### src/rtl/collatz_pkg.sv
// Shared types for the Collatz engine: FSM states and error codes.
package collatz_pkg;

   typedef enum logic [1:0] {
      IDLE,
      RUN,
      DONE,
      ERR
   } stateT;

   localparam logic [1:0] ERR_NONE = 2'd0;
   localparam logic [1:0] ERR_ZERO = 2'd1;
   localparam logic [1:0] ERR_OVF  = 2'd2;
   localparam logic [1:0] ERR_SAT  = 2'd3;

endpackage

### src/rtl/collatz_engine_if.sv
// Start/abort handshake and result bus of the Collatz engine.
// Carries collatz_engine_peak_OutBUS when COLLATZ_ENGINE_MAXTRACK_EN is defined.
interface collatz_engine_if #(
   parameter int DATAWIDTH_BUS   = 8,
   parameter int DATAWIDTH_STEP  = 8,
   parameter int DATAWIDTH_ERROR = 2
);

   logic                       collatz_engine_start_InHigh;
   logic                       collatz_engine_abort_InHigh;
   logic [DATAWIDTH_BUS-1:0]   collatz_engine_data_InBUS;
   logic [DATAWIDTH_BUS-1:0]   collatz_engine_data_OutBUS;
   logic [DATAWIDTH_STEP-1:0]  collatz_engine_steps_OutBUS;
   logic                       collatz_engine_busy_OutHigh;
   logic                       collatz_engine_done_OutHigh;
   logic                       collatz_engine_error_OutHigh;
   logic [DATAWIDTH_ERROR-1:0] collatz_engine_errorcode_OutBUS;
   logic                       collatz_engine_zero_OutLow;
`ifdef COLLATZ_ENGINE_MAXTRACK_EN
   logic [DATAWIDTH_BUS-1:0]   collatz_engine_peak_OutBUS;
`endif

   modport master (
      output collatz_engine_start_InHigh,
      output collatz_engine_abort_InHigh,
      output collatz_engine_data_InBUS,
      input  collatz_engine_data_OutBUS,
      input  collatz_engine_steps_OutBUS,
      input  collatz_engine_busy_OutHigh,
      input  collatz_engine_done_OutHigh,
      input  collatz_engine_error_OutHigh,
      input  collatz_engine_errorcode_OutBUS,
`ifdef COLLATZ_ENGINE_MAXTRACK_EN
      input  collatz_engine_peak_OutBUS,
`endif
      input  collatz_engine_zero_OutLow
   );

   modport slave (
      input  collatz_engine_start_InHigh,
      input  collatz_engine_abort_InHigh,
      input  collatz_engine_data_InBUS,
      output collatz_engine_data_OutBUS,
      output collatz_engine_steps_OutBUS,
      output collatz_engine_busy_OutHigh,
      output collatz_engine_done_OutHigh,
      output collatz_engine_error_OutHigh,
      output collatz_engine_errorcode_OutBUS,
`ifdef COLLATZ_ENGINE_MAXTRACK_EN
      output collatz_engine_peak_OutBUS,
`endif
      output collatz_engine_zero_OutLow
   );

endinterface

### src/rtl/collatz_step_alu.sv
// One combinational Collatz step: v/2 when even, 3v+1 when odd,
// with the odd product formed two bits wider to expose overflow.
module collatz_step_alu #(
   parameter int DATAWIDTH_BUS = 8
) (
   input  logic [DATAWIDTH_BUS-1:0] value,
   output logic [DATAWIDTH_BUS-1:0] nextValue,
   output logic                     overflow,
   output logic                     isOne,
   output logic                     isZero
);

   localparam int WideW = DATAWIDTH_BUS + 2;

   logic [WideW-1:0] ext;
   logic [WideW-1:0] tripled;
   logic [WideW-1:0] halved;
   logic [WideW-1:0] wide;

   always_comb begin
      ext     = WideW'(value);
      tripled = ext + (ext << 1) + WideW'(1);
      halved  = ext >> 1;
      wide    = value[0] ? tripled : halved;
   end

   assign nextValue = wide[DATAWIDTH_BUS-1:0];
   assign overflow  = |wide[WideW-1:DATAWIDTH_BUS];
   assign isOne     = (value == DATAWIDTH_BUS'(1));
   assign isZero    = (value == '0);

endmodule

### src/rtl/collatz_engine.sv
// Self-sequenced Collatz engine: FSM, step counter and result registers.
// Optional peak tracking under COLLATZ_ENGINE_MAXTRACK_EN.
module collatz_engine
   import collatz_pkg::*;
#(
   parameter int DATAWIDTH_BUS   = 8,
   parameter int DATAWIDTH_STEP  = 8,
   parameter int DATAWIDTH_ERROR = 2
) (
   input logic              collatz_engine_CLOCK_50,
   input logic              collatz_engine_RESET_InHigh,
   collatz_engine_if.slave  bus
);

   logic clk;
   logic rst;
   assign clk = collatz_engine_CLOCK_50;
   assign rst = collatz_engine_RESET_InHigh;

   stateT state;
   stateT nextState;

   logic [DATAWIDTH_BUS-1:0]   value;
   logic [DATAWIDTH_STEP-1:0]  steps;
   logic [DATAWIDTH_ERROR-1:0] errCode;

   logic [DATAWIDTH_BUS-1:0]   aluNext;
   logic                       aluOvf;
   logic                       aluOne;
   logic                       aluZero;

   logic                       loadStart;
   logic                       commitStep;
   logic                       setCode;
   logic [DATAWIDTH_ERROR-1:0] codeNext;

   collatz_step_alu #(
      .DATAWIDTH_BUS (DATAWIDTH_BUS)
   ) stepAlu (
      .value     (value),
      .nextValue (aluNext),
      .overflow  (aluOvf),
      .isOne     (aluOne),
      .isZero    (aluZero)
   );

   always_ff @(posedge clk or posedge rst) begin
      if (rst) state <= IDLE;
      else     state <= nextState;
   end

   // RUN priority: abort, finished, zero, saturation, overflow, step
   always_comb begin
      nextState  = state;
      loadStart  = 1'b0;
      commitStep = 1'b0;
      setCode    = 1'b0;
      codeNext   = DATAWIDTH_ERROR'(ERR_NONE);
      unique case (state)
         IDLE: begin
            if (bus.collatz_engine_start_InHigh) begin
               loadStart = 1'b1;
               nextState = RUN;
            end
         end
         RUN: begin
            if (bus.collatz_engine_abort_InHigh) begin
               nextState = IDLE;
            end else if (aluOne) begin
               nextState = DONE;
            end else if (aluZero) begin
               setCode   = 1'b1;
               codeNext  = DATAWIDTH_ERROR'(ERR_ZERO);
               nextState = ERR;
            end else if (steps == '1) begin
               setCode   = 1'b1;
               codeNext  = DATAWIDTH_ERROR'(ERR_SAT);
               nextState = ERR;
            end else if (aluOvf) begin
               setCode   = 1'b1;
               codeNext  = DATAWIDTH_ERROR'(ERR_OVF);
               nextState = ERR;
            end else begin
               commitStep = 1'b1;
            end
         end
         DONE: nextState = IDLE;
         ERR:  nextState = IDLE;
         default: nextState = IDLE;
      endcase
   end

   always_ff @(posedge clk or posedge rst) begin
      if (rst) begin
         value   <= '0;
         steps   <= '0;
         errCode <= '0;
      end else if (loadStart) begin
         value   <= bus.collatz_engine_data_InBUS;
         steps   <= '0;
         errCode <= '0;
      end else if (commitStep) begin
         value   <= aluNext;
         steps   <= steps + 1'b1;
      end else if (setCode) begin
         errCode <= codeNext;
      end
   end

`ifdef COLLATZ_ENGINE_MAXTRACK_EN
   logic [DATAWIDTH_BUS-1:0] peak;

   always_ff @(posedge clk or posedge rst) begin
      if (rst) begin
         peak <= '0;
      end else if (loadStart) begin
         peak <= bus.collatz_engine_data_InBUS;
      end else if (commitStep && (aluNext > peak)) begin
         peak <= aluNext;
      end
   end

   assign bus.collatz_engine_peak_OutBUS = peak;
`endif

   assign bus.collatz_engine_data_OutBUS      = value;
   assign bus.collatz_engine_steps_OutBUS     = steps;
   assign bus.collatz_engine_errorcode_OutBUS = errCode;
   assign bus.collatz_engine_busy_OutHigh     = (state == RUN);
   assign bus.collatz_engine_done_OutHigh     = (state == DONE);
   assign bus.collatz_engine_error_OutHigh    = (state == ERR);
   assign bus.collatz_engine_zero_OutLow      = (value != '0);

endmodule

### src/flat_wrapper.sv
// flat-port wrapper written by rule: the top's interface ports become plain ports
module collatz_engine_flat import collatz_pkg::*;
#(
   parameter int DATAWIDTH_BUS   = 8,
   parameter int DATAWIDTH_STEP  = 8,
   parameter int DATAWIDTH_ERROR = 2
)
  (collatz_engine_CLOCK_50, collatz_engine_RESET_InHigh, bus_collatz_engine_start_InHigh, bus_collatz_engine_abort_InHigh, bus_collatz_engine_data_InBUS, bus_collatz_engine_data_OutBUS, bus_collatz_engine_steps_OutBUS, bus_collatz_engine_busy_OutHigh, bus_collatz_engine_done_OutHigh, bus_collatz_engine_error_OutHigh, bus_collatz_engine_errorcode_OutBUS, bus_collatz_engine_zero_OutLow);
  collatz_engine_if #(.DATAWIDTH_BUS(DATAWIDTH_BUS), .DATAWIDTH_STEP(DATAWIDTH_STEP), .DATAWIDTH_ERROR(DATAWIDTH_ERROR)) bus_i ();
  input logic collatz_engine_CLOCK_50;
  input logic collatz_engine_RESET_InHigh;
  input wire logic [$bits(bus_i.collatz_engine_start_InHigh)-1:0] bus_collatz_engine_start_InHigh;
  input wire logic [$bits(bus_i.collatz_engine_abort_InHigh)-1:0] bus_collatz_engine_abort_InHigh;
  input wire logic [$bits(bus_i.collatz_engine_data_InBUS)-1:0] bus_collatz_engine_data_InBUS;
  output wire logic [$bits(bus_i.collatz_engine_data_OutBUS)-1:0] bus_collatz_engine_data_OutBUS;
  output wire logic [$bits(bus_i.collatz_engine_steps_OutBUS)-1:0] bus_collatz_engine_steps_OutBUS;
  output wire logic [$bits(bus_i.collatz_engine_busy_OutHigh)-1:0] bus_collatz_engine_busy_OutHigh;
  output wire logic [$bits(bus_i.collatz_engine_done_OutHigh)-1:0] bus_collatz_engine_done_OutHigh;
  output wire logic [$bits(bus_i.collatz_engine_error_OutHigh)-1:0] bus_collatz_engine_error_OutHigh;
  output wire logic [$bits(bus_i.collatz_engine_errorcode_OutBUS)-1:0] bus_collatz_engine_errorcode_OutBUS;
  output wire logic [$bits(bus_i.collatz_engine_zero_OutLow)-1:0] bus_collatz_engine_zero_OutLow;
  assign bus_i.collatz_engine_start_InHigh = bus_collatz_engine_start_InHigh;
  assign bus_i.collatz_engine_abort_InHigh = bus_collatz_engine_abort_InHigh;
  assign bus_i.collatz_engine_data_InBUS = bus_collatz_engine_data_InBUS;
  assign bus_collatz_engine_data_OutBUS = bus_i.collatz_engine_data_OutBUS;
  assign bus_collatz_engine_steps_OutBUS = bus_i.collatz_engine_steps_OutBUS;
  assign bus_collatz_engine_busy_OutHigh = bus_i.collatz_engine_busy_OutHigh;
  assign bus_collatz_engine_done_OutHigh = bus_i.collatz_engine_done_OutHigh;
  assign bus_collatz_engine_error_OutHigh = bus_i.collatz_engine_error_OutHigh;
  assign bus_collatz_engine_errorcode_OutBUS = bus_i.collatz_engine_errorcode_OutBUS;
  assign bus_collatz_engine_zero_OutLow = bus_i.collatz_engine_zero_OutLow;
  collatz_engine #(.DATAWIDTH_BUS(DATAWIDTH_BUS), .DATAWIDTH_STEP(DATAWIDTH_STEP), .DATAWIDTH_ERROR(DATAWIDTH_ERROR)) u_core (.collatz_engine_CLOCK_50(collatz_engine_CLOCK_50), .collatz_engine_RESET_InHigh(collatz_engine_RESET_InHigh), .bus(bus_i));
endmodule
### config.mk
export PLATFORM = sky130hd
export DESIGN_NAME = collatz_engine_flat
export DESIGN_NICKNAME = d
export VERILOG_FILES = /design/src/rtl/collatz_pkg.sv /design/src/rtl/collatz_engine_if.sv /design/src/rtl/collatz_step_alu.sv /design/src/rtl/collatz_engine.sv /design/src/flat_wrapper.sv
export SDC_FILE = /design/constraint.sdc
export NUM_CORES = 1
export LEC_CHECK = 0
export BUFFER_PORTS_ARGS = -buffer_cell sky130_fd_sc_hd__buf_4
export CAP_MARGIN = 20
export CORE_ASPECT_RATIO = 0.5
export CORE_MARGIN = 1
export CORE_UTILIZATION = 40
export CTS_CLUSTER_SIZE = 25
export DETAILED_ROUTE_END_ITERATION = 16
export PLACE_DENSITY = 0.71
export SETUP_SLACK_MARGIN = 0.5
export SYNTH_ARGS = -nofsm -noshare
export SYNTH_HDL_FRONTEND = slang
export SYNTH_HIERARCHICAL = 1
export SYNTH_SLANG_ARGS = --single-unit
export TNS_END_PERCENT = 5
### constraint.sdc
create_clock -name collatz_engine_CLOCK_50 -period 3.25 [get_ports collatz_engine_CLOCK_50]
set_input_delay 0.975 -clock collatz_engine_CLOCK_50 [delete_from_list [all_inputs] [get_ports collatz_engine_CLOCK_50]]
set_output_delay 0.975 -clock collatz_engine_CLOCK_50 [all_outputs]
set_load 0.02 [all_outputs]
**Word-level counts from Yosys, hierarchy flattened**

Cells that the tools add are included.

- Logic and storage cells: 59
- Output and inout port bits: 22
- Bits of input ports: 12
- Flip-flop bits (word level): 20

- Muxes and demuxes: 35
- Reductions and logical operators: 9
- $add $sub $neg: 3
- Equality and inequality tests: 8

Operators with widths:

| kind | number |
|---|---|
| 8-bit two-way mux | 4 |
| 2-bit two-way mux | 15 |
| 1-bit two-way mux | 14 |
| 10-bit by 1-bit adder with 10-bit output (second input constant) | 1 |
| 8-bit by 9-bit adder with 10-bit output | 1 |
| 10-bit two-way mux | 1 |
| 8-bit by 1-bit adder with 8-bit output (second input constant) | 1 |
| 8-bit by 1-bit equality test with 1-bit output (second input constant) | 1 |
| 8-bit equality test (second input constant) | 1 |
| 8-bit zero test | 1 |
| 8-bit nonzero test | 1 |
| 6-bit by 2-bit inequality test with 1-bit output (second input constant) | 1 |
| 2-bit case mux with 3 select lines | 1 |
| 2-bit equality test (second input constant) | 2 |
| 2-bit AND reduction | 2 |
| 2-bit nonzero test | 2 |
| 2-bit OR reduction | 2 |
| 2-bit by 1-bit equality test with 1-bit output (second input constant) | 1 |
| 2-bit zero test | 1 |
| 2-bit by 1-bit inequality test with 1-bit output (second input constant) | 1 |
| 2-bit inequality test (second input constant) | 1 |

**Logic depth before layout (Yosys ltp)**

Gate-level depths: netlist of the first run.

- Word-level depth: 13
- Gate-level depth with buffers: 12

**Modules after synthesis**

Netlist of the first run, hierarchy kept.

By module, submodules not included:

| module | cells an instance | instances | sequential area each (um^2) | area an instance (um^2) |
|---|---|---|---|---|
| collatz_engine | 114 | 1 | 500.5 | 1034.7 |
| collatz_step_alu | 76 | 1 | 0.0 | 560.5 |

**Worst setup path before layout of the first run**

OpenSTA, ideal clock, no wires.

- Kind: reg2reg
- From: reg u_core.value[2] (netlist: u_core/bus.collatz_engine_data_OutBUS[2])
- To: reg u_core.steps[7] (netlist: u_core/bus.collatz_engine_steps_OutBUS[7])
- Required time: 3.172 ns
- Data arrival time: 2.562 ns
- Buffers on the path: 0
- Clock period less this slack: 2.640 ns
- Setup time: 0.078 ns
- Cell stages (with the launch flop): 12
- Path slack: 0.610 ns
- Cells stage by stage: dfrtp_1 > inv_1 > ha_1 > o211ai_2 > a21boi_2 > o21ai_2 > xnor2_1 > a31oi_1 > nor2_1 > o211ai_4 > or4_1 > a21oi_1

- Cells in the longest elaborated chain, start to end: 11

RTL lines:

| what | RTL line | text |
|---|---|---|
| start, declared | collatz_engine.sv:23 | `logic [DATAWIDTH_BUS-1:0] value;` |
| start signal, assigned | collatz_engine.sv:99 | `value <= bus.collatz_engine_data_InBUS;` |
| start signal, assigned | collatz_engine.sv:103 | `value <= aluNext;` |
| 8-bit by 9-bit adder with 10-bit output | collatz_step_alu.sv:22 | `tripled = ext + (ext << 1) + WideW'(1);` |
| 10-bit by 1-bit adder with 10-bit output | collatz_step_alu.sv:22 |  |
| 10-bit two-way mux | collatz_step_alu.sv:24 | `wide = value[0] ? tripled : halved;` |
| 2-bit OR reduction | collatz_step_alu.sv:28 | `assign overflow = \|wide[WideW-1:DATAWIDTH_BUS];` |
| net u_core.aluOvf | collatz_engine.sv:28 | `logic aluOvf;` |
| 1-bit two-way mux | collatz_engine.sv:79 | `end else if (aluOvf) begin` |
| 1-bit two-way mux | collatz_engine.sv:75 | `end else if (steps == '1) begin` |
| 1-bit two-way mux | collatz_engine.sv:71 | `end else if (aluZero) begin` |
| 1-bit two-way mux | collatz_engine.sv:69 | `end else if (aluOne) begin` |
| 1-bit two-way mux | collatz_engine.sv:67 | `if (bus.collatz_engine_abort_InHigh) begin` |
| 1-bit two-way mux | collatz_engine.sv:59 | `unique case (state)` |
| 2-bit nonzero test (no line) | -- |  |
| end signal, assigned | collatz_engine.sv:104 | `steps <= steps + 1'b1;` |
| end, declared | collatz_engine.sv:24 | `logic [DATAWIDTH_STEP-1:0] steps;` |

The timed path passes the listed nets, and every way through them passes these cells.
A chain may end at the register's enable or synchronous reset.

**Worst setup path in the final report of the first run**

- From: reg u_core.value[6] (netlist: u_core/bus.collatz_engine_data_OutBUS[6])
- To: reg u_core.steps[5] (netlist: u_core/bus.collatz_engine_steps_OutBUS[5])

The elaborated chain is that of the path after synthesis.

==> run_results.csv, run 1 <==
group,metric,value,unit
status,status,"finished clean",
floorplan,core-area,3622,um^2
setup_path,ff2ff_path_depth,10,
global_routing,grt_first_pass_wirelength,6499,um
drt,drt_pass1_iterations,5,
yosys,synth_seq_cells,20,
clock_tree,clk_pin_slew_worst_paths,0.08,ns
yosys,ys_async_sr_fraction,1.000,
finish,drive_above_1_share,0.2944,
clock_tree,hold_buffers,0,
global_routing,gr-total-overflow,0,
clock_tree,cts.sinks,20,
floorplan,die_w,91.31,um
setup_path,cp_num_cells,10,
global_routing,antenna_found_initial,0,
yosys,syn_inst,190,
timing,fmax,376.6,MHz
placed_design,place_congestion,0.8997,
yosys,synth_edf_count,0,
min_path,hold_path.class,"flop to flop",
yosys,avgSynthCellArea,8.396,um^2
drt,ant_nets,0,
setup_path,reg2reg_from,"u_core/bus.collatz_engine_data_OutBUS[6]$_DFFE_PP0P_",
pwr,intPower,1190,uW
placed_design,portBuffers,33,
finish,nets,260,
yosys,synth.top_cell.area_share,0.3137,
clock_tree,cts_buffers,3,
timing,tns,0,ns
pwr,p_per_area,1110,nW/um^2
setup_path,endpoint_kind,"flop",
timing,skew,0.003301,ns
timing,hold_viol,0,
finish,area_delta_synth_final,30.04,%
timing,timing.final.crit_share,0.8170,
yosys,synth-xor-area-share,0.02196,
clock_tree,cts_tree,"done",
timing,setup_viol,0,
drt,route.vias.total,1557,
finish,fillers,331,
yosys,yosys.area.top_type,"dfrtp_1",
pwr,p_clk_frac,0.110,
finish,n_antenna_cell,0,
flow_run,timing.max_cap.violations,0,
setup_path,cp_top_family,"compound AO/OA/AOI/OAI gates",
drt,drt-wirelength-per-cell,14.47,um
timing,tightest_slew,0.8025,ns
yosys,synth_nets,218,
setup_path,cp-endpoint,"u_core/bus.collatz_engine_steps_OutBUS[5]$_DFFE_PP0P_",
finish,multi_input_area,1070,um^2
finish,register_area,505.5,um^2
setup_path,crit_arrival,2.84,ns
drt,first_iter_violations,106,
pwr,pwr-share-comb,0.699,
global_routing,grt_max_degree,21,
timing,finalCriticalPeriod,2.655,ns
floorplan,die-area,4260,um^2
yosys,syn_area,1595,um^2
yosys,synthFlopType,"dfrtp_1",
setup_path,cp-start-kind,"flop",
drt,wirelength,4080,um
setup_path,cp.required,3.43,ns
yosys,synthTopCellsByArea,"dfrtp_1, ha_1, a21oi_1",
global_routing,grt_use_total,0.2010,
yosys,synth_compound_area_frac,0.2267,
pwr,power.switching,1112,uW
pwr,p_total,2302,uW
timing,max_slew_margin,0.4644,
timing,rsz0062_at_grt,"no",
placed_design,dp_hpwl,2941,um
timing,finalMaxSlewViolations,0,
yosys,synth_top_family_by_area,"simple AND/OR/NAND/NOR gates",
yosys,ys_seq_area_frac,0.3137,
pwr,p_sw_frac,0.4831,
pwr,peakVddDrop,526.1,uV
setup_path,worstReg2RegEnd,"u_core/bus.collatz_engine_steps_OutBUS[5]$_DFFE_PP0P_",
clock_tree,cts_max_path_buffers,2,
setup_path,r2r_slack,0.59,ns
floorplan,rows,15,
floorplan,die_h,46.66,um
clock_tree,root_buffer,"clkbuf_8",
setup_path,critPathBufInv,0,
floorplan,io-pin-count,34,
yosys,synth_cell_types,50,
yosys,ys_warn_count,6,
yosys,synth_fa_ha_area_frac,0.1302,
global_routing,grt_pass1_vias,1354,
pwr,p_leak,0.0009626,uW
setup_path,worstSetupPathType,"flop to flop",
setup_path,crit_start,"u_core/bus.collatz_engine_data_OutBUS[6]$_DFFE_PP0P_",
drt,route.detailed.drc,0,
setup_path,slowest_delay,0.49,ns
drt,drt-vias-per-instance,5.521,
setup_path,critical_path.slowest_cell,"or4_1",
floorplan,start_util,0.4404,
yosys,synth-simple-area-share,0.2502,
pwr,seqPwrFrac,0.191,
setup_path,path_cells,"ha_2 -> o21ai_0 -> a21boi_1 -> o21ai_2 -> xnor2_1 -> a31oi_2 -> nor2_2 -> o211ai_4 -> or4_1 -> a21oi_1",
clock_tree,clk_latency,0.26,ns
clock_tree,htree_levels,1,
yosys,synth_mux_area_frac,0.01255,
setup_path,worst-path-max-fanout,8,
## cell usage in the layout, fill, tap and decap left out, drive strengths merged, types with 6 or more instances in the layout
| master | instances |
|---|---|
| inv | 12 |
| nand2 | 27 |
| buf | 42 |
| o21ai | 12 |
| a21oi | 22 |
| ha | 15 |
| nand3 | 6 |
| dfrtp | 20 |
| nor2 | 17 |
## per-stage QoR
stage,area (um^2),hold slack (ns),setup slack (ns),instances,utilization
2_1_floorplan,1595,0.5481,0.6104,190,-
3_3_place_gp,1914,0.4902,0.5139,273,0.5285
3_5_place_dp,1914,0.4886,0.4626,273,0.5285
4_1_cts,2008,0.5067,0.5095,280,0.5544
5_1_grt,2074,0.5178,0.4448,282,0.5727
6_report,2074,0.4957,0.5947,282,0.5727
## power groups by stage
stage | registers [uW] | logic, uW | clock network, uW
2_1_floorplan | 514 | 963 | 0
3_3_place_gp | 438 | 1420 | 0
3_5_place_dp | 438 | 1440 | 0
4_1_cts | 434 | 1470 | 257
5_1_grt | 458 | 1770 | 267
6_report | 440 | 1610 | 252
## how the worst min path moves through the flow
stage | start | depth (start not counted) | end | slack [ns]
2_1_floorplan | u_core/state[1]$_DFFE_PP0P_ | 1 | u_core/state[0]$_DFFE_PP0P_ | 0.55
3_3_place_gp | u_core/bus.collatz_engine_errorcode_OutBUS[0]$_DFFE_PP0P_ | 1 | u_core/bus.collatz_engine_errorcode_OutBUS[0]$_DFFE_PP0P_ | 0.49
3_5_place_dp | u_core/bus.collatz_engine_errorcode_OutBUS[0]$_DFFE_PP0P_ | 1 | u_core/bus.collatz_engine_errorcode_OutBUS[0]$_DFFE_PP0P_ | 0.49
4_1_cts | u_core/bus.collatz_engine_errorcode_OutBUS[0]$_DFFE_PP0P_ | 1 | u_core/bus.collatz_engine_errorcode_OutBUS[0]$_DFFE_PP0P_ | 0.51
5_1_grt | u_core/bus.collatz_engine_errorcode_OutBUS[0]$_DFFE_PP0P_ | 1 | u_core/bus.collatz_engine_errorcode_OutBUS[0]$_DFFE_PP0P_ | 0.52
6_report | u_core/bus.collatz_engine_errorcode_OutBUS[0]$_DFFE_PP0P_ | 1 | u_core/bus.collatz_engine_errorcode_OutBUS[0]$_DFFE_PP0P_ | 0.50
## worst reg2reg max path, stage by stage, from the launching register on
cell and delay [ns]:
dfrtp_1 0.45, ha_2 0.42, o21ai_0 0.12, a21boi_1 0.19
o21ai_2 0.08, xnor2_1 0.19, a31oi_2 0.15, nor2_2 0.20
o211ai_4 0.14, or4_1 0.49, a21oi_1 0.16
## what timing repair did
item | 4_1_cts | 5_1_grt
endpoints found under the setup margin | 3 | 17
pin swaps | 0 | 2
resized for setup | 0 | 14
buffers inserted | 3 | 2
## routing by layer
layer / share of wire / vias to the layer above / GRT usage
met5: 0 / - / 0
met4: 0.0047 / 0 / 0.06349
met3: 0.038 / 2 / 0.02970
met2: 0.46 / 53 / 0.3485
met1: 0.50 / 738 / 0.2671
li1: - / 764 / -
## registers in the layout, indices dropped and copies added (netlist names)
| name | flops |
|---|---|
| u_core/bus.collatz_engine_steps_OutBUS | 8 |
| u_core/bus.collatz_engine_errorcode_OutBUS | 2 |
| u_core/bus.collatz_engine_data_OutBUS | 8 |
| u_core/state | 2 |
## area by class of cell
type,count,share of cell area
multi-input combinational,152,0.5157
clock inverter,1,0.01448
timing repair buffer,42,0.1520
tap,51,0.03076
inverter,13,0.02352
sequential,20,0.2437
clock buffer,3,0.01990
## kinds of logic after synthesis
group / count (synthesis)
compound gates: 53
xor+xnor: 4
fa+ha+maj: 16
buf+inv: 18
flops: 20
mux: 2
simple gates: 77
## cells in the mapped netlist (2+ instances only)
| cell type | n |
|---|---|
| o31ai_1 | 2 |
| and2_1 | 2 |
| nor4_1 | 3 |
| buf_2 | 3 |
| or4_1 | 3 |
| nand4_1 | 3 |
| nand4b_1 | 2 |
| o21ai_2 | 2 |
| mux2i_1 | 2 |
| o21ai_1 | 4 |
| xnor2_1 | 3 |
| nand3_1 | 6 |
| a21oi_1 | 21 |
| nor2_1 | 17 |
| nor3_1 | 2 |
| o21ai_0 | 6 |
| ha_1 | 15 |
| nor2b_1 | 3 |
| or3_1 | 2 |
| dfrtp_1 | 20 |
| clkbuf_1 | 2 |
| nand2_1 | 27 |
| and4_1 | 3 |
| inv_1 | 11 |
(Power assumes the default switching activity.)
==> run 2: changes to the inputs <==
clock period = 2.6 ns   (was 3.25 ns; I/O delays follow)
==> run_results.csv, run 2 (synthesis gave the netlist of run 1 again) <==
group,metric,value,unit
clock_tree,cts_buffers,3,
placed_design,portBuffers,33,
clock_tree,clk_pin_slew_worst_paths,0.08,ns
drt,wirelength,4138,um
placed_design,dp_hpwl,3108,um
status,status,"finished clean",
flow_run,timing.max_cap.violations,0,
finish,fin_cells,289,
drt,drt_pass1_iterations,4,
floorplan,die_h,46.66,um
clock_tree,cts.sinks,20,
pwr,p_total,2960,uW
setup_path,worst-path-max-fanout,8,
setup_path,worstReg2RegEnd,"u_core/bus.collatz_engine_steps_OutBUS[5]$_DFFE_PP0P_",
timing,timing.final.crit_share,0.9598,
clock_tree,clk_latency,0.26,ns
placed_design,dpl_worst_slack,-0.02506,ns
finish,drive_above_1_share,0.3277,
setup_path,crit_arrival,2.69,ns
finish,n_antenna_cell,0,
pwr,peakVddDrop,600.0,uV
timing,hold_viol,0,
setup_path,r2r_slack,0.10,ns
setup_path,cp.required,2.79,ns
pwr,p_leak,0.0009983,uW
clock_tree,htree_levels,1,
global_routing,grt_pass1_vias,1497,
finish,area_delta_synth_final,32.47,%
min_path,hp-start,"u_core/bus.collatz_engine_errorcode_OutBUS[0]$_DFFE_PP0P_",
setup_path,reg2reg_from,"u_core/bus.collatz_engine_data_OutBUS[1]$_DFFE_PP0P_",
floorplan,die_w,91.31,um
global_routing,grt_max_degree,21,
placed_design,place_inst,278,
min_path,hold_end,"u_core/bus.collatz_engine_errorcode_OutBUS[0]$_DFFE_PP0P_",
setup_path,cp-start-kind,"flop",
setup_path,cp_top_family,"compound AO/OA/AOI/OAI gates",
min_path,hold_depth,1,
placed_design,place_congestion,0.8460,
timing,rsz0062_at_grt,"yes",
global_routing,grt_use_total,0.2130,
timing,max_slew_margin,0.6051,
finish,nets,267,
timing,finalMaxSlewViolations,0,
setup_path,worstSetupPathType,"flop to flop",
drt,route.vias.total,1581,
timing,tns,0,ns
global_routing,antenna_found_initial,0,
setup_path,endpoint_kind,"flop",
global_routing,grt_first_pass_wirelength,6920,um
clock_tree,cts_tree,"done",
timing,skew,0.002546,ns
timing,setup_viol,0,
floorplan,rows,15,
drt,first_iter_violations,82,
pwr,p_per_area,1401,nW/um^2
finish,design_area,2113,um^2
drt,route.detailed.drc,0,
timing,finalCriticalPeriod,2.495,ns
clock_tree,hold_buffers,0,
drt,drt-vias-per-instance,5.471,
finish,layout_common_cells,"buf_4, nand2_1, a21oi_1",
placed_design,placed_area,1987,um^2
finish,layout_commonest_cell,"buf_4",
floorplan,start_util,0.4404,
setup_path,critPathBufInv,0,
setup_path,cp_num_cells,10,
timing,fmax,400.7,MHz
setup_path,path_cells,"ha_1 -> o211ai_2 -> a21boi_2 -> o21ai_2 -> xnor2_1 -> a31oi_1 -> nor2_2 -> o211ai_4 -> or4_1 -> a21oi_1",
timing,tightest_slew,0.5923,ns
floorplan,core-area,3622,um^2
drt,drt-wirelength-per-cell,14.32,um
setup_path,critical_path.slowest_cell,"or4_1",
drt,ant_nets,0,
min_path,hold_path.class,"flop to flop",
setup_path,ff2ff_path_depth,10,
setup_path,slowest_delay,0.49,ns
global_routing,gr-total-overflow,0,
clock_tree,root_buffer,"clkbuf_8",
timing,layout_setup_ws,0.1046,ns
clock_tree,cts_max_path_buffers,2,
floorplan,die-area,4260,um^2
floorplan,io-pin-count,34,
-- run 2: changes by cell type in the layout (fill, tap and decap cells not counted), sizes merged --
cell / change
buf: +7
-- run 2: where the power goes --
part | internal [uW] | switching (uW)
sequential | 419 | 155
combinational | 917 | 1150
clock | 206 | 115
total | 1540 | 1420
-- run 2: worst reg2reg max path: stages (launching register included) --
cell	delay, ns
dfrtp_2	0.46
ha_1	0.33
o211ai_2	0.12
a21boi_2	0.21
o21ai_2	0.09
xnor2_1	0.13
a31oi_1	0.15
nor2_2	0.18
o211ai_4	0.13
or4_1	0.49
a21oi_1	0.13
-- run 2: stage by stage --
| stage | hold slack [ns] | utilization |
|---|---|---|
| after floorplan | 0.5481 | - |
| after global placement | 0.4846 | 0.5485 |
| after detailed placement | 0.4839 | 0.5485 |
| after CTS | 0.5027 | 0.5834 |
| after global routing | 0.5161 | 0.5834 |
| final | 0.4939 | 0.5834 |
-- run 2: worst max-delay path by stage --
stage	startpoint	slack, ns	end
after floorplan	u_core/bus.collatz_engine_data_OutBUS[2]$_DFFE_PP0P_	0.17	u_core/bus.collatz_engine_steps_OutBUS[7]$_DFFE_PP0P_
after global placement	u_core/bus.collatz_engine_data_OutBUS[7]$_DFFE_PP0P_	0.09	u_core/bus.collatz_engine_steps_OutBUS[5]$_DFFE_PP0P_
after detailed placement	u_core/bus.collatz_engine_data_OutBUS[2]$_DFFE_PP0P_	-0.03	u_core/bus.collatz_engine_steps_OutBUS[5]$_DFFE_PP0P_
after CTS	u_core/bus.collatz_engine_data_OutBUS[1]$_DFFE_PP0P_	0.13	u_core/bus.collatz_engine_steps_OutBUS[5]$_DFFE_PP0P_
after global routing	u_core/bus.collatz_engine_data_OutBUS[1]$_DFFE_PP0P_	-0.06	u_core/bus.collatz_engine_steps_OutBUS[7]$_DFFE_PP0P_
final	u_core/bus.collatz_engine_data_OutBUS[1]$_DFFE_PP0P_	0.10	u_core/bus.collatz_engine_steps_OutBUS[5]$_DFFE_PP0P_
-- run 2: cell type report --
class,count,area (um^2)
tap,51,63.81
inverter,13,48.80
clock buffer,3,41.29
multi-input combinational,152,1051
timing repair buffer,49,367.9
fill,331,1509
sequential,20,510.5
clock inverter,1,30.03
-- run 2: metal layers --
layer  wire (um)  vias to the layer above  global-route usage
met5           0                        -                   0
met4          71                        0             0.08571
met3         179                       11             0.04290
met2        1864                       44              0.3697
met1        2024                      741              0.2704
li1            -                      785                   -
-- run 2: what timing repair did --
item,CTS,global route
hold endpoints to repair,0,0
pin swaps,2,0
setup buffers,7,0
endpoints found under the setup margin,20,20
gates resized for setup,3,1
==> run 3: changes to the inputs <==
RECOVER_POWER = 100   (was unset)
==> run_results.csv, run 3 (synthesis gave the netlist of run 1 again) <==
group,metric,value,unit
status,status,"finished clean",
setup_path,worstSetupPathType,"flop to flop",
clock_tree,cts_tree,"done",
drt,first_iter_violations,82,
clock_tree,cts_buffers,3,
pwr,p_per_area,1424,nW/um^2
timing,timing.final.crit_share,0.9630,
pwr,p_total,2925,uW
pwr,peakVddDrop,596.9,uV
setup_path,endpoint_kind,"flop",
min_path,hold_path.class,"flop to flop",
drt,dr_wl_met2,1828,um
flow_run,timing.max_cap.violations,0,
timing,skew,0.004013,ns
global_routing,grt_first_pass_wirelength,6920,um
floorplan,die_w,91.31,um
global_routing,grt_pass1_vias,1497,
drt,highest_layer,"met4",
drt,route.detailed.drc,0,
timing,fmax,399.4,MHz
timing,finalCriticalPeriod,2.504,ns
placed_design,dpl_worst_slack,-0.02506,ns
drt,routedLengthMet1,2087,um
floorplan,die_h,46.66,um
finish,area_delta_synth_final,28.78,%
clock_tree,cts_max_path_buffers,2,
clock_tree,root_buffer,"clkbuf_8",
timing,layout_setup_ws,0.09630,ns
global_routing,grt_max_degree,21,
setup_path,reg2reg_from,"u_core/bus.collatz_engine_data_OutBUS[1]$_DFFE_PP0P_",
clock_tree,htree_levels,1,
clock_tree,cts.sinks,20,
global_routing,antenna_found_initial,0,
placed_design,placed_area,1987,um^2
setup_path,worstReg2RegEnd,"u_core/bus.collatz_engine_steps_OutBUS[5]$_DFFE_PP0P_",
timing,tightest_slew,1.155,ns
drt,drt-vias-per-instance,5.495,
finish,design_area,2054,um^2
setup_path,cp.required,2.79,ns
pwr,p_leak,0.0009359,uW
timing,max_slew_margin,0.2298,
drt,drt_pass1_iterations,5,
finish,layout_commonest_cell,"buf_4",
placed_design,place_congestion,0.8460,
placed_design,portBuffers,33,
clock_tree,clk_latency,0.27,ns
min_path,hold_depth,1,
min_path,hold_end,"u_core/bus.collatz_engine_errorcode_OutBUS[0]$_DFFE_PP0P_",
floorplan,rows,15,
timing,hold-worst-slack,0.4932,ns
setup_path,crit_arrival,2.69,ns
timing,hold_viol,0,
setup_path,crit_start,"u_core/bus.collatz_engine_data_OutBUS[1]$_DFFE_PP0P_",
finish,layout_common_cells,"buf_4, nand2_1, a21oi_1",
timing,finalMaxSlewViolations,0,
drt,drt-wirelength-per-cell,14.46,um
floorplan,start_util,0.4404,
setup_path,cp-start-kind,"flop",
drt,route.vias.total,1588,
floorplan,core-area,3622,um^2
placed_design,dp_hpwl,3108,um
floorplan,die-area,4260,um^2
setup_path,ff2ff_path_depth,10,
setup_path,worst-path-max-fanout,8,
finish,fillers,343,
global_routing,gr-total-overflow,0,
drt,wirelength,4178,um
global_routing,grt_use_total,0.2130,
drt,ant_nets,0,
finish,drive_above_1_share,0.2647,
clock_tree,clk_pin_slew_worst_paths,0.08,ns
timing,rsz0062_at_grt,"yes",
min_path,hp-start,"u_core/bus.collatz_engine_errorcode_OutBUS[0]$_DFFE_PP0P_",
floorplan,io-pin-count,34,
timing,setup_viol,0,
drt,wl_met3,195,um
finish,n_antenna_cell,0,
setup_path,r2r_slack,0.1,ns
finish,nets,267,
[run 3: worst max-delay path by stage]
stage	endpoint	slack [ns]	depth (start not counted)
2_1_floorplan	u_core/bus.collatz_engine_steps_OutBUS[7]$_DFFE_PP0P_	0.17	11
3_3_place_gp	u_core/bus.collatz_engine_steps_OutBUS[5]$_DFFE_PP0P_	0.09	10
3_5_place_dp	u_core/bus.collatz_engine_steps_OutBUS[5]$_DFFE_PP0P_	-0.03	11
4_1_cts	u_core/bus.collatz_engine_steps_OutBUS[5]$_DFFE_PP0P_	0.13	10
5_1_grt	u_core/bus.collatz_engine_steps_OutBUS[7]$_DFFE_PP0P_	-0.06	10
6_report	u_core/bus.collatz_engine_steps_OutBUS[5]$_DFFE_PP0P_	0.1	10
[run 3: what timing repair did]
item | 4_1_cts | 5_1_grt
buffers inserted | 7 | 0
endpoints found under the setup margin | 20 | 20
gates resized for setup | 3 | 1
hold buffers | 0 | 0
pin swaps | 2 | 0
cloned | 0 | 0
[run 3: metrics by stage]
step / utilization / cells / setup TNS [ns]
4_1_cts: 0.5834 / 289 / 0
2_1_floorplan: - / 190 / 0
6_report: 0.5672 / 289 / 0
3_3_place_gp: 0.5485 / 278 / 0
3_5_place_dp: 0.5485 / 278 / -0.04518
5_1_grt: 0.5672 / 289 / -0.09495
[run 3: cell type report]
type	instances	area, um^2	area share
Inverter	13	48.80	0.02375
Timing Repair Buffer	49	309.0	0.1504
Sequential cell	20	510.5	0.2485
Tap cell	51	63.81	0.03106
Clock buffer	3	41.29	0.02010
Clock inverter	1	30.03	0.01462
Multi-Input combinational cell	152	1051	0.5116
[run 3: metal layers]
metal	GRT usage	vias up
met5	0	-
met4	0.08571	0
met3	0.04290	9
met2	0.3697	45
met1	0.2704	747
li1	-	787
[run 3: power by group]
group	switching (uW)	internal [uW]
clock network	118	206
registers	155	419
logic	1150	879
total	1420	1500
[run 3: critical path, cell delays in order (launching register included)]
cell and delay (ns):
dfrtp_2 0.46, ha_1 0.33, o211ai_2 0.12, a21boi_2 0.21
o21ai_2 0.09, xnor2_1 0.13, a31oi_1 0.15, nor2_2 0.18
o211ai_4 0.13, or4_1 0.49, a21oi_1 0.13
